[config.mk]
export PLATFORM = sky130hd
export DESIGN_NAME = upc_loop_profiler_flat
export DESIGN_NICKNAME = d
export VERILOG_FILES = /design/src/rtl/upc_loop_profiler_if.sv /design/src/rtl/upc_loop_profiler.sv /design/src/flat_wrapper.sv
export SDC_FILE = /design/constraint.sdc
export NUM_CORES = 1
export LEC_CHECK = 0
export CORE_ASPECT_RATIO = 0.6
export CORE_MARGIN = 2
export CORE_UTILIZATION = 49
export DETAILED_ROUTE_END_ITERATION = 7
export GPL_TIMING_DRIVEN = 0
export PLACE_DENSITY = 0.65
export SYNTH_ARGS = -nofsm -noshare
export SYNTH_HDL_FRONTEND = slang
export SYNTH_SLANG_ARGS = --single-unit
[constraint.sdc]
create_clock -name ap_clk -period 3.7 [get_ports ap_clk]
set_input_delay 0.555 -clock ap_clk [delete_from_list [all_inputs] [get_ports ap_clk]]
set_output_delay 0.555 -clock ap_clk [all_outputs]
set_load 0.03 [all_outputs]
[src/rtl/upc_loop_profiler_if.sv]
`default_nettype none
// ============================================================================
// Module   : upc_loop_profiler_if
// Brief    : Record stream (valid/ready) carrying one loop-profile record.
// Revision : 1.0 - initial release
// ============================================================================
interface upc_loop_profiler_if #(
  parameter int CNT_W  = 32,
  parameter int ITER_W = 16
);
  logic              rec_valid;
  logic              rec_ready;
  logic [CNT_W-1:0]  rec_latency;
  logic [ITER_W-1:0] rec_iters;
  logic [CNT_W-1:0]  rec_stalls;
  logic              rec_overflow;
  logic [7:0]        rec_seq;

  modport master (
    output rec_valid, rec_latency, rec_iters, rec_stalls, rec_overflow, rec_seq,
    input  rec_ready
  );

  modport slave (
    input  rec_valid, rec_latency, rec_iters, rec_stalls, rec_overflow, rec_seq,
    output rec_ready
  );
endinterface
`default_nettype wire

[src/rtl/upc_loop_profiler.sv]
`default_nettype none
// ============================================================================
// Module   : upc_loop_profiler
// Brief    : Per-invocation latency/iteration/stall profiler for an HLS loop,
//            records queued in a FWFT FIFO. Stall counting needs
//            UPC_PROFILER_STALL_COUNT_EN.
// Revision : 1.0 - initial release
// ============================================================================
module upc_loop_profiler #(
  parameter int CNT_W      = 32,
  parameter int ITER_W     = 16,
  parameter int FIFO_DEPTH = 4
) (
  input  logic                ap_clk,
  input  logic                ap_rst_n,
  input  logic                loop_start,
  input  logic                loop_done,
  input  logic                iter_fire,
  input  logic                stall,
  upc_loop_profiler_if.master rec,
  output logic [15:0]         drop_cnt,
  output logic                busy
);

  localparam int                c_AW       = $clog2(FIFO_DEPTH);
  localparam logic [c_AW:0]     c_FULL     = (c_AW+1)'(FIFO_DEPTH);
  localparam logic [CNT_W-1:0]  c_CNT_MAX  = '1;
  localparam logic [ITER_W-1:0] c_ITER_MAX = '1;
  localparam logic [0:0]        c_IDLE     = 1'b0;
  localparam logic [0:0]        c_RUN      = 1'b1;

  logic [0:0] r_state, w_state_nxt;
  logic       w_busy, w_start, w_push_req;

  always_ff @(posedge ap_clk or negedge ap_rst_n) begin
    if (!ap_rst_n) r_state <= c_IDLE;
    else           r_state <= w_state_nxt;
  end

  always_comb begin
    w_state_nxt = r_state;
    case (r_state)
      c_IDLE:  if (loop_start) w_state_nxt = c_RUN;
      c_RUN:   if (loop_done)  w_state_nxt = c_IDLE;
      default: w_state_nxt = c_IDLE;
    endcase
  end

  always_comb begin
    w_busy     = (r_state == c_RUN);
    w_start    = (r_state == c_IDLE) && loop_start;
    w_push_req = (r_state == c_RUN) && loop_done;
  end

  // Next-count values include the current cycle, so the done cycle is counted
  logic [CNT_W-1:0]  r_lat, w_lat_nxt;
  logic [ITER_W-1:0] r_iter, w_iter_nxt;
  logic              r_ovf, w_ovf_nxt;
  logic              w_lat_sat, w_iter_sat, w_stl_sat;

  assign w_lat_sat  = (r_lat == c_CNT_MAX);
  assign w_lat_nxt  = w_lat_sat ? r_lat : r_lat + CNT_W'(1);
  assign w_iter_sat = iter_fire && (r_iter == c_ITER_MAX);
  assign w_iter_nxt = w_iter_sat ? r_iter : r_iter + ITER_W'(iter_fire);
  assign w_ovf_nxt  = r_ovf | w_lat_sat | w_iter_sat | w_stl_sat;

  always_ff @(posedge ap_clk or negedge ap_rst_n) begin
    if (!ap_rst_n) begin
      r_lat  <= '0;
      r_iter <= '0;
      r_ovf  <= 1'b0;
    end else if (w_start) begin
      r_lat  <= CNT_W'(1);
      r_iter <= ITER_W'(iter_fire);
      r_ovf  <= 1'b0;
    end else if (w_busy) begin
      r_lat  <= w_lat_nxt;
      r_iter <= w_iter_nxt;
      r_ovf  <= w_ovf_nxt;
    end
  end

`ifdef UPC_PROFILER_STALL_COUNT_EN
  logic [CNT_W-1:0] r_stl, w_stl_nxt;

  assign w_stl_sat = stall && (r_stl == c_CNT_MAX);
  assign w_stl_nxt = w_stl_sat ? r_stl : r_stl + CNT_W'(stall);

  always_ff @(posedge ap_clk or negedge ap_rst_n) begin
    if (!ap_rst_n)    r_stl <= '0;
    else if (w_start) r_stl <= CNT_W'(stall);
    else if (w_busy)  r_stl <= w_stl_nxt;
  end
`else
  logic w_unused_stall;
  assign w_unused_stall = stall;
  assign w_stl_sat      = 1'b0;
`endif

  logic [7:0]  r_seq;
  logic [15:0] r_drop;

  logic [CNT_W-1:0]  r_mem_lat  [FIFO_DEPTH];
  logic [ITER_W-1:0] r_mem_iter [FIFO_DEPTH];
  logic              r_mem_ovf  [FIFO_DEPTH];
  logic [7:0]        r_mem_seq  [FIFO_DEPTH];
  logic [c_AW-1:0]   r_wr_ptr, r_rd_ptr;
  logic [c_AW:0]     r_count;
  logic              w_valid, w_full, w_pop, w_push, w_drop;

  // A pop in the same cycle frees the slot a push into a full FIFO needs
  assign w_valid = (r_count != '0);
  assign w_full  = (r_count == c_FULL);
  assign w_pop   = w_valid && rec.rec_ready;
  assign w_push  = w_push_req && (!w_full || w_pop);
  assign w_drop  = w_push_req && w_full && !w_pop;

  always_ff @(posedge ap_clk or negedge ap_rst_n) begin
    if (!ap_rst_n) begin
      r_wr_ptr <= '0;
      r_rd_ptr <= '0;
      r_count  <= '0;
      r_seq    <= '0;
      r_drop   <= '0;
    end else begin
      if (w_push) r_wr_ptr <= r_wr_ptr + c_AW'(1);
      if (w_pop)  r_rd_ptr <= r_rd_ptr + c_AW'(1);
      case ({w_push, w_pop})
        2'b10:   r_count <= r_count + (c_AW+1)'(1);
        2'b01:   r_count <= r_count - (c_AW+1)'(1);
        default: r_count <= r_count;
      endcase
      if (w_push_req)                 r_seq  <= r_seq + 8'd1;
      if (w_drop && r_drop != 16'hFFFF) r_drop <= r_drop + 16'd1;
    end
  end

  always_ff @(posedge ap_clk) begin
    if (w_push) begin
      r_mem_lat[r_wr_ptr]  <= w_lat_nxt;
      r_mem_iter[r_wr_ptr] <= w_iter_nxt;
      r_mem_ovf[r_wr_ptr]  <= w_ovf_nxt;
      r_mem_seq[r_wr_ptr]  <= r_seq;
    end
  end

  assign rec.rec_valid    = w_valid;
  assign rec.rec_latency  = w_valid ? r_mem_lat[r_rd_ptr]  : '0;
  assign rec.rec_iters    = w_valid ? r_mem_iter[r_rd_ptr] : '0;
  assign rec.rec_overflow = w_valid ? r_mem_ovf[r_rd_ptr]  : 1'b0;
  assign rec.rec_seq      = w_valid ? r_mem_seq[r_rd_ptr]  : '0;

`ifdef UPC_PROFILER_STALL_COUNT_EN
  logic [CNT_W-1:0] r_mem_stl [FIFO_DEPTH];

  always_ff @(posedge ap_clk) begin
    if (w_push) r_mem_stl[r_wr_ptr] <= w_stl_nxt;
  end

  assign rec.rec_stalls = w_valid ? r_mem_stl[r_rd_ptr] : '0;
`else
  assign rec.rec_stalls = '0;
`endif

  assign drop_cnt = r_drop;
  assign busy     = w_busy;

endmodule
`default_nettype wire

[src/flat_wrapper.sv]
// flat-port wrapper written by rule: the top's interface ports become plain ports
module upc_loop_profiler_flat 
#(
  parameter int CNT_W      = 32,
  parameter int ITER_W     = 16,
  parameter int FIFO_DEPTH = 4
)
  (ap_clk, ap_rst_n, loop_start, loop_done, iter_fire, stall, drop_cnt, busy, rec_rec_valid, rec_rec_latency, rec_rec_iters, rec_rec_stalls, rec_rec_overflow, rec_rec_seq, rec_rec_ready);
  upc_loop_profiler_if #(.CNT_W(CNT_W), .ITER_W(ITER_W)) rec_i ();
  input  logic ap_clk;
  input  logic ap_rst_n;
  input  logic loop_start;
  input  logic loop_done;
  input  logic iter_fire;
  input  logic stall;
  output logic [15:0] drop_cnt;
  output logic busy;
  output wire logic [$bits(rec_i.rec_valid)-1:0] rec_rec_valid;
  output wire logic [$bits(rec_i.rec_latency)-1:0] rec_rec_latency;
  output wire logic [$bits(rec_i.rec_iters)-1:0] rec_rec_iters;
  output wire logic [$bits(rec_i.rec_stalls)-1:0] rec_rec_stalls;
  output wire logic [$bits(rec_i.rec_overflow)-1:0] rec_rec_overflow;
  output wire logic [$bits(rec_i.rec_seq)-1:0] rec_rec_seq;
  input wire logic [$bits(rec_i.rec_ready)-1:0] rec_rec_ready;
  assign rec_rec_valid = rec_i.rec_valid;
  assign rec_rec_latency = rec_i.rec_latency;
  assign rec_rec_iters = rec_i.rec_iters;
  assign rec_rec_stalls = rec_i.rec_stalls;
  assign rec_rec_overflow = rec_i.rec_overflow;
  assign rec_rec_seq = rec_i.rec_seq;
  assign rec_i.rec_ready = rec_rec_ready;
  upc_loop_profiler #(.CNT_W(CNT_W), .ITER_W(ITER_W), .FIFO_DEPTH(FIFO_DEPTH)) u_core (.ap_clk(ap_clk), .ap_rst_n(ap_rst_n), .loop_start(loop_start), .loop_done(loop_done), .iter_fire(iter_fire), .stall(stall), .rec(rec_i), .drop_cnt(drop_cnt), .busy(busy));
endmodule
==> results of run 1 <==
-- worst max-delay path, delay by kind of cell, from the launching register on --
family	cells	cell delay [ns]
simple gates	1	0.18
buf+inv	2	1.12
mux	1	0.59
flops	1	0.56
-- registers in the layout (all words and copies together) (netlist names) --
signal / flops
u_core.r_mem_ovf: 4
u_core.r_mem_lat: 128
u_core.r_lat: 32
u_core.r_seq: 8
u_core.r_mem_iter: 64
u_core.drop_cnt: 16
u_core.r_ovf: 1
u_core.r_count: 3
u_core.busy: 1
u_core.r_iter: 16
u_core.r_mem_seq: 32
u_core.r_rd_ptr: 2
u_core.r_wr_ptr: 2
-- per-stage QoR --
step	hold slack, ns	total power (µW)
floorplan	0.259	7110
global placement	0.484	8610
detailed placement	0.486	8660
CTS	0.325	11700
global route	0.354	12000
finish	0.346	11500
-- Yosys cell counts (2+ instances only) --
| cell type | count | area share |
|---|---|---|
| edfxtp_1 | 228 | 0.50 |
| nand4b_1 | 3 | 0.0019 |
| nand4_1 | 23 | 0.011 |
| xnor2_1 | 46 | 0.030 |
| dfrtp_1 | 81 | 0.15 |
| and3_1 | 14 | 0.0065 |
| nor2_1 | 21 | 0.0058 |
| o21ai_0 | 9 | 0.0033 |
| a21oi_1 | 13 | 0.0048 |
| or4_4 | 2 | 0.0017 |
| xor2_1 | 22 | 0.014 |
| mux2i_1 | 2 | 0.0015 |
| and2_1 | 64 | 0.030 |
| or3_1 | 2 | 0.00092 |
| nor3_1 | 17 | 0.0063 |
| clkbuf_1 | 33 | 0.0091 |
| nor3b_1 | 42 | 0.023 |
| buf_1 | 3 | 0.00083 |
| inv_1 | 11 | 0.0030 |
| buf_2 | 9 | 0.0033 |
| mux2_2 | 2 | 0.0017 |
| buf_4 | 33 | 0.018 |
| nand2_1 | 38 | 0.011 |
| and4_1 | 6 | 0.0039 |
| ha_1 | 9 | 0.0083 |
| mux4_2 | 57 | 0.095 |
| nor4_1 | 10 | 0.0046 |
| nand2b_1 | 3 | 0.0014 |
| nand3_1 | 28 | 0.010 |
| a21o_1 | 42 | 0.023 |
-- layer usage --
metal / global-route usage / vias to the layer above
met4: 0.0330 / 0
met3: 0.0320 / 30
met1: 0.316 / 3871
li1: - / 3577
met2: 0.267 / 181
met5: 0 / -
-- worst max path at each step --
stage / endpoint / slack (ns) / from / cells after the start
after CTS: rec_rec_latency[31] / 0.007 / u_core.r_count[0] / 5
after floorplan: u_core.r_mem_iter[0][0] / 0.69 / u_core.busy / 4
after detailed placement: rec_rec_latency[26] / 0.21 / u_core.r_rd_ptr[0] / 6
final: rec_rec_latency[9] / 0.14 / u_core.r_rd_ptr[0] / 4
after global routing: rec_rec_latency[9] / 0.01 / u_core.r_rd_ptr[0] / 4
after global placement: u_core.r_lat[4] / -1.18 / ap_rst_n / 1
-- timing repair --
action	4_1_cts	5_1_grt
hold buffers	1	0
resized for setup	6	1
gates cloned	0	0
endpoints found under the hold margin	24	0
setup endpoints to repair	29	23
pin swaps	0	0
-- power by group through the flow --
stage                     Clock, µW  Combinational [µW]  Sequential (µW)
after floorplan                   0                2690             4410
after global placement            0                4170             4450
final                          2990                4130             4380
after global routing           3200                4430             4420
after CTS                      3050                4230             4380
after detailed placement          0                4220             4440
-- area by class of cell --
| cell class | count | area (µm²) | area share |
|---|---|---|---|
| clock buffers | 33 | 741 | 0.0465 |
| plain buffers | 75 | 428 | 0.0269 |
| flip-flops and latches | 309 | 8870 | 0.558 |
| well taps | 367 | 459 | 0.0289 |
| clock inverters | 19 | 213 | 0.0134 |
| repair buffers | 80 | 816 | 0.0513 |
| multi-input cells | 524 | 4340 | 0.273 |
| inverters | 11 | 41.3 | 0.00259 |
-- placed cells by master (no fill, tap or decap), types with 3 or more instances in the layout --
master           synthesis  routed
bufinv_16                0       4
nand2_1                 38      38
nand4b_1                 3       3
clkinv_4                 0       3
buf_2                    9       8
and2_1                  64      60
buf_4                   33      35
dfrtp_1                 81      81
clkinv_1                 0       3
clkinv_2                 0       5
conb_1                   1      32
nor2_1                  21      21
and3_1                  14      14
xor2_1                  22      22
nor3b_1                 42      42
nand2b_1                 3       3
clkbuf_16                0      29
ha_1                     9       9
a21o_1                  42      42
clkbuf_1                33      33
nor4_1                  10      10
and4_1                   6       6
nand4_1                 23      23
nand3_1                 28      28
clkinvlp_4               0       4
a21oi_1                 13      13
clkdlybuf4s50_1          0      77
mux4_2                  57      57
and2_4                   0       4
o21ai_0                  9       9
xnor2_1                 46      46
nor3_1                  17      17
edfxtp_1               228     228
inv_1                   11      11
-- kinds of logic (layout without fill, tap and decap cells) --
group                    count (synthesis)  in the layout  share of synthesized area
buffers and inverters                   89            218                     0.0346
XOR/XNOR                                68             68                     0.0439
multiplexers                            61             61                     0.0978
flip-flops                             309            309                      0.654
AO/OA/AOI/OAI                           71             71                     0.0356
AND/OR/NAND/NOR                        282            282                      0.124
adder cells (fa/ha/maj)                 10             10                    0.00978
other                                    1             32                   0.000277
==> impl_metrics.json, run 1 <==
{
  "status": "finished clean",
  "place_hpwl_um": 17300,
  "endpoint_kind": "output pin",
  "reg2reg_setup_slack_ns": 1.07,
  "drt-initial-drc-count": 655,
  "pwr-share-clk": 0.260,
  "drive_gt1_frac": 0.157,
  "peakVddDrop_v": 0.000603,
  "hold_viol": 0,
  "stdcell_count": 1418,
  "io_pins": 114,
  "critical_path_class": "reg -> out",
  "syn_area_per_cell_um2": 15.2,
  "post_drt_wl_per_cell_um": 19.1,
  "port_buffers": 78,
  "clock_sinks": 309,
  "r2r_cells": 8,
  "worstPathCellList": "clkdlybuf4s18_2 > mux4_2 > and2_1 > clkdlybuf4s50_1",
  "worst_pin_slew_ns": 0.925,
  "fp.dieH_um": 133,
  "die_x_um": 219,
  "p_leak_uw": 0.00612,
  "startpoint_type": "flop",
  "antenna_found_initial": 0,
  "rsz0062_at_grt": "no",
  "place_ws_ns": 0.207,
  "htreeDepth": 1,
  "core_area_um2": 27400,
  "firstDrtPassIters": 5,
  "grt_use_total": 0.191,
  "period_needed_ns": 3.56,
  "post-route-util": 0.581,
  "route.met3.wl_um": 1170,
  "clk_pin_slew_ns": 0.06,
  "num_vias": 7659,
  "cts-root-buf": "clkbuf_16",
  "internal-power_uw": 7690,
  "hold_class": "in -> reg",
  "synth-seq-area-share": 0.654,
  "max_stage_delay_ns": 0.59,
  "dpl_cell_area_um2": 15000,
  "start_util": 0.495,
  "cp.required_ns": 3.14,
  "synth-edff-count": 228,
  "drc": 0,
  "nFillCells": 2190,
  "cp_slowest_cell": "mux4_2",
  "setup_tns_ns": 0,
  "syn_to_final_growth_pct": 17.4,
  "globalplace.congestion": 0.803,
  "reg2reg_to": "u_core.r_count[2]",
  "setup_viol": 0,
  "cts_tree": "built",
  "grt_pass1_vias": 7389,
  "postCtsSetupRepairBufs": 0,
  "grt_pass1_wl_um": 43000,
  "clockBufferDepth": 3,
  "fmax_ghz": 0.281,
  "switching_share": 0.331,
  "viasPerCell": 5.40,
  "ys_types": 48,
  "cp.arrival_ns": 3.01,
  "rows": 47,
  "hold_path_end": "u_core.r_rd_ptr[0]",
  "grt_max_degree": 58,
  "crit_fanout": 10,
  "finalWorstSetupSlack_ns": 0.135,
  "fin_nets": 1046,
  "pwr-share-comb": 0.359,
  "skew_ns": 0.0243,
  "min_from": "rec_rec_ready",
  "whs_path_depth": 3,
  "finalCritPeriodShare": 0.963,
  "synth_warnings": 0,
  "final_area_um2": 15900,
  "switching_power_uw": 3810,
  "cap_violations": 0,
  "syn-instance-count": 891,
  "dp.cells": 1368,
  "netlist_area_um2": 13600,
  "seqPwrFrac": 0.381,
  "cts-buffers-inserted": 28,
  "ant_nets": 0,
  "wirelength_um": 27100,
  "maxUsedRoutingLayer": "met4",
  "diodes": 0,
  "yosys_most_used_dff": "edfxtp_1",
  "async_flop_share": 0.262,
  "ys_ff_latch": 309,
  "met2WireLength_um": 11600,
  "slew_viol_final": 0,
  "insertion_delay_ns": 0.56,
  "overflow": 0,
  "met1Wirelength_um": 13900,
  "fp.dieArea_um2": 29100,
  "reg2reg_from": "u_core.r_count[0]",
  "slew_headroom": 0.384,
  "p_per_area_nw_per_um2": 723
}
No activity file was read; power rests on OpenSTA's default activity.
==> run 2, diff against run 1 <==
CORE_MARGIN = 10   (was 2)
==> impl_metrics.json, run 2 (synthesized netlist as in run 1, its figures left out) <==
{
  "finalCritPeriodShare": 0.949,
  "insertion_delay_ns": 0.56,
  "post_drt_wl_per_cell_um": 19.7,
  "p_leak_uw": 0.00614,
  "status": "finished clean",
  "seqPwrFrac": 0.384,
  "port_buffers": 78,
  "cp.required_ns": 3.14,
  "reg.largest.list": "u_core.r_mem_lat x128, u_core.r_mem_iter x64",
  "globalplace.congestion": 0.833,
  "fin_nets": 1050,
  "io_pins": 114,
  "dpl_cell_area_um2": 15000,
  "largest_reg_flops": 128,
  "setup_tns_ns": 0,
  "ant_nets": 0,
  "rsz0062_at_grt": "no",
  "grt_use_total": 0.158,
  "skew_ns": 0.0161,
  "mostFrequentLayoutCells": "228 x edfxtp_1, 81 x dfrtp_1, 77 x clkdlybuf4s50_1, 60 x and2_1, 57 x mux4_2",
  "p_per_area_nw_per_um2": 716,
  "die_x_um": 235,
  "slew_headroom": 0.387,
  "cap_violations": 0,
  "switching_power_uw": 3850,
  "startpoint_type": "flop",
  "rows": 47,
  "grt_pass1_vias": 7494,
  "postCtsSetupRepairBufs": 0,
  "cp.arrival_ns": 2.95,
  "final_area_um2": 15900,
  "reg2reg_setup_slack_ns": 1.06,
  "fp.dieArea_um2": 34900,
  "clk_pin_slew_ns": 0.07,
  "internal-power_uw": 7580,
  "wirelength_um": 28000,
  "firstDrtPassIters": 5,
  "switching_share": 0.337,
  "endpoint_kind": "output pin",
  "clock_sinks": 309,
  "diodes": 0,
  "place_hpwl_um": 18400,
  "start_util": 0.495,
  "drive_gt1_frac": 0.159,
  "htreeDepth": 1,
  "cts-buffers-inserted": 29,
  "grt_pass1_wl_um": 44800,
  "pwr-share-comb": 0.364,
  "slew_viol_final": 0,
  "crit_fanout": 19,
  "syn_to_final_growth_pct": 17.6,
  "drt-initial-drc-count": 547,
  "cts_tree": "built",
  "core_area_um2": 27400,
  "antenna_found_initial": 0,
  "pwr-share-clk": 0.252,
  "drc": 0,
  "grt_max_degree": 66,
  "hold_class": "in -> reg",
  "clockBufferDepth": 3,
  "layout_commonest_cell": "edfxtp_1",
  "regMostFlops": "u_core.r_mem_lat",
  "viasPerCell": 5.38,
  "critical_path_class": "reg -> out",
  "cts-root-buf": "clkbuf_16",
  "setup_viol": 0,
  "fmax_ghz": 0.285,
  "period_needed_ns": 3.51,
  "num_vias": 7662,
  "fp.dieH_um": 149,
  "overflow": 0,
  "worst_pin_slew_ns": 0.919,
  "peakVddDrop_v": 0.000559,
  "hold_viol": 0,
  "worst_hold_slack_ns": 0.348
}
-- run 2: critical path, cell delays in order, from the launching register on --
cell	delay, ns
dfrtp_1	0.56
buf_4	0.44
mux4_2	0.62
and2_1	0.19
clkdlybuf4s50_1	0.59
-- run 2: metrics by stage --
stage               std cells  setup slack, ns  total power (µW)   util
finish                   1423            0.190             11400  0.582
global route             1423           0.0628             12000  0.582
CTS                      1424           0.0263             11600  0.582
detailed placement       1371            0.234              8700  0.548
global placement         1367            -1.18              8650  0.544
floorplan                 922            0.688              7110      -
-- run 2: final timing paths --
path | startpoint | to | cells after the start
worst max-delay path | u_core.r_rd_ptr[0] | rec_rec_iters[15] | 4
worst min register to register | u_core.drop_cnt[4] | u_core.drop_cnt[4] | 1
min in group asynchronous | ap_rst_n | u_core.drop_cnt[15] | 2
worst min-delay path | rec_rec_ready | u_core.r_rd_ptr[0] | 3
worst max register to register | u_core.r_count[0] | u_core.r_count[2] | 8
max in group asynchronous | ap_rst_n | u_core.r_lat[25] | 3
-- run 2: cell type report --
cell class	instances	area [µm²]
flip-flops and latches	309	8870
multi-input cells	524	4340
plain buffers	75	423
fillers	2187	11500
repair buffers	83	891
clock buffers	34	744
well taps	367	459
inverters	11	41.3
clock inverters	20	169
-- run 2: power by group through the flow --
stage	logic (µW)	registers [µW]	clock network, µW
2_1_floorplan	2690	4410	0
3_3_place_gp	4210	4450	0
3_5_place_dp	4270	4430	0
4_1_cts	4260	4380	2950
5_1_grt	4470	4420	3110
6_report	4160	4380	2880
-- run 2: timing repair --
| item | 4_1_cts | 5_1_grt |
|---|---|---|
| resized for setup | 6 | 2 |
| setup endpoints to repair | 29 | 9 |
| hold buffers | 1 | 0 |
| cloned | 0 | 0 |
| endpoints found under the hold margin | 16 | 0 |
-- run 2: metal layers --
| metal | track usage | routed length [µm] | share of wire |
|---|---|---|---|
| met5 | 0 | 0 | 0 |
| met2 | 0.233 | 12400 | 0.44 |
| met3 | 0.0340 | 1630 | 0.058 |
| met1 | 0.237 | 13600 | 0.48 |
| met4 | 0.0315 | 444 | 0.016 |
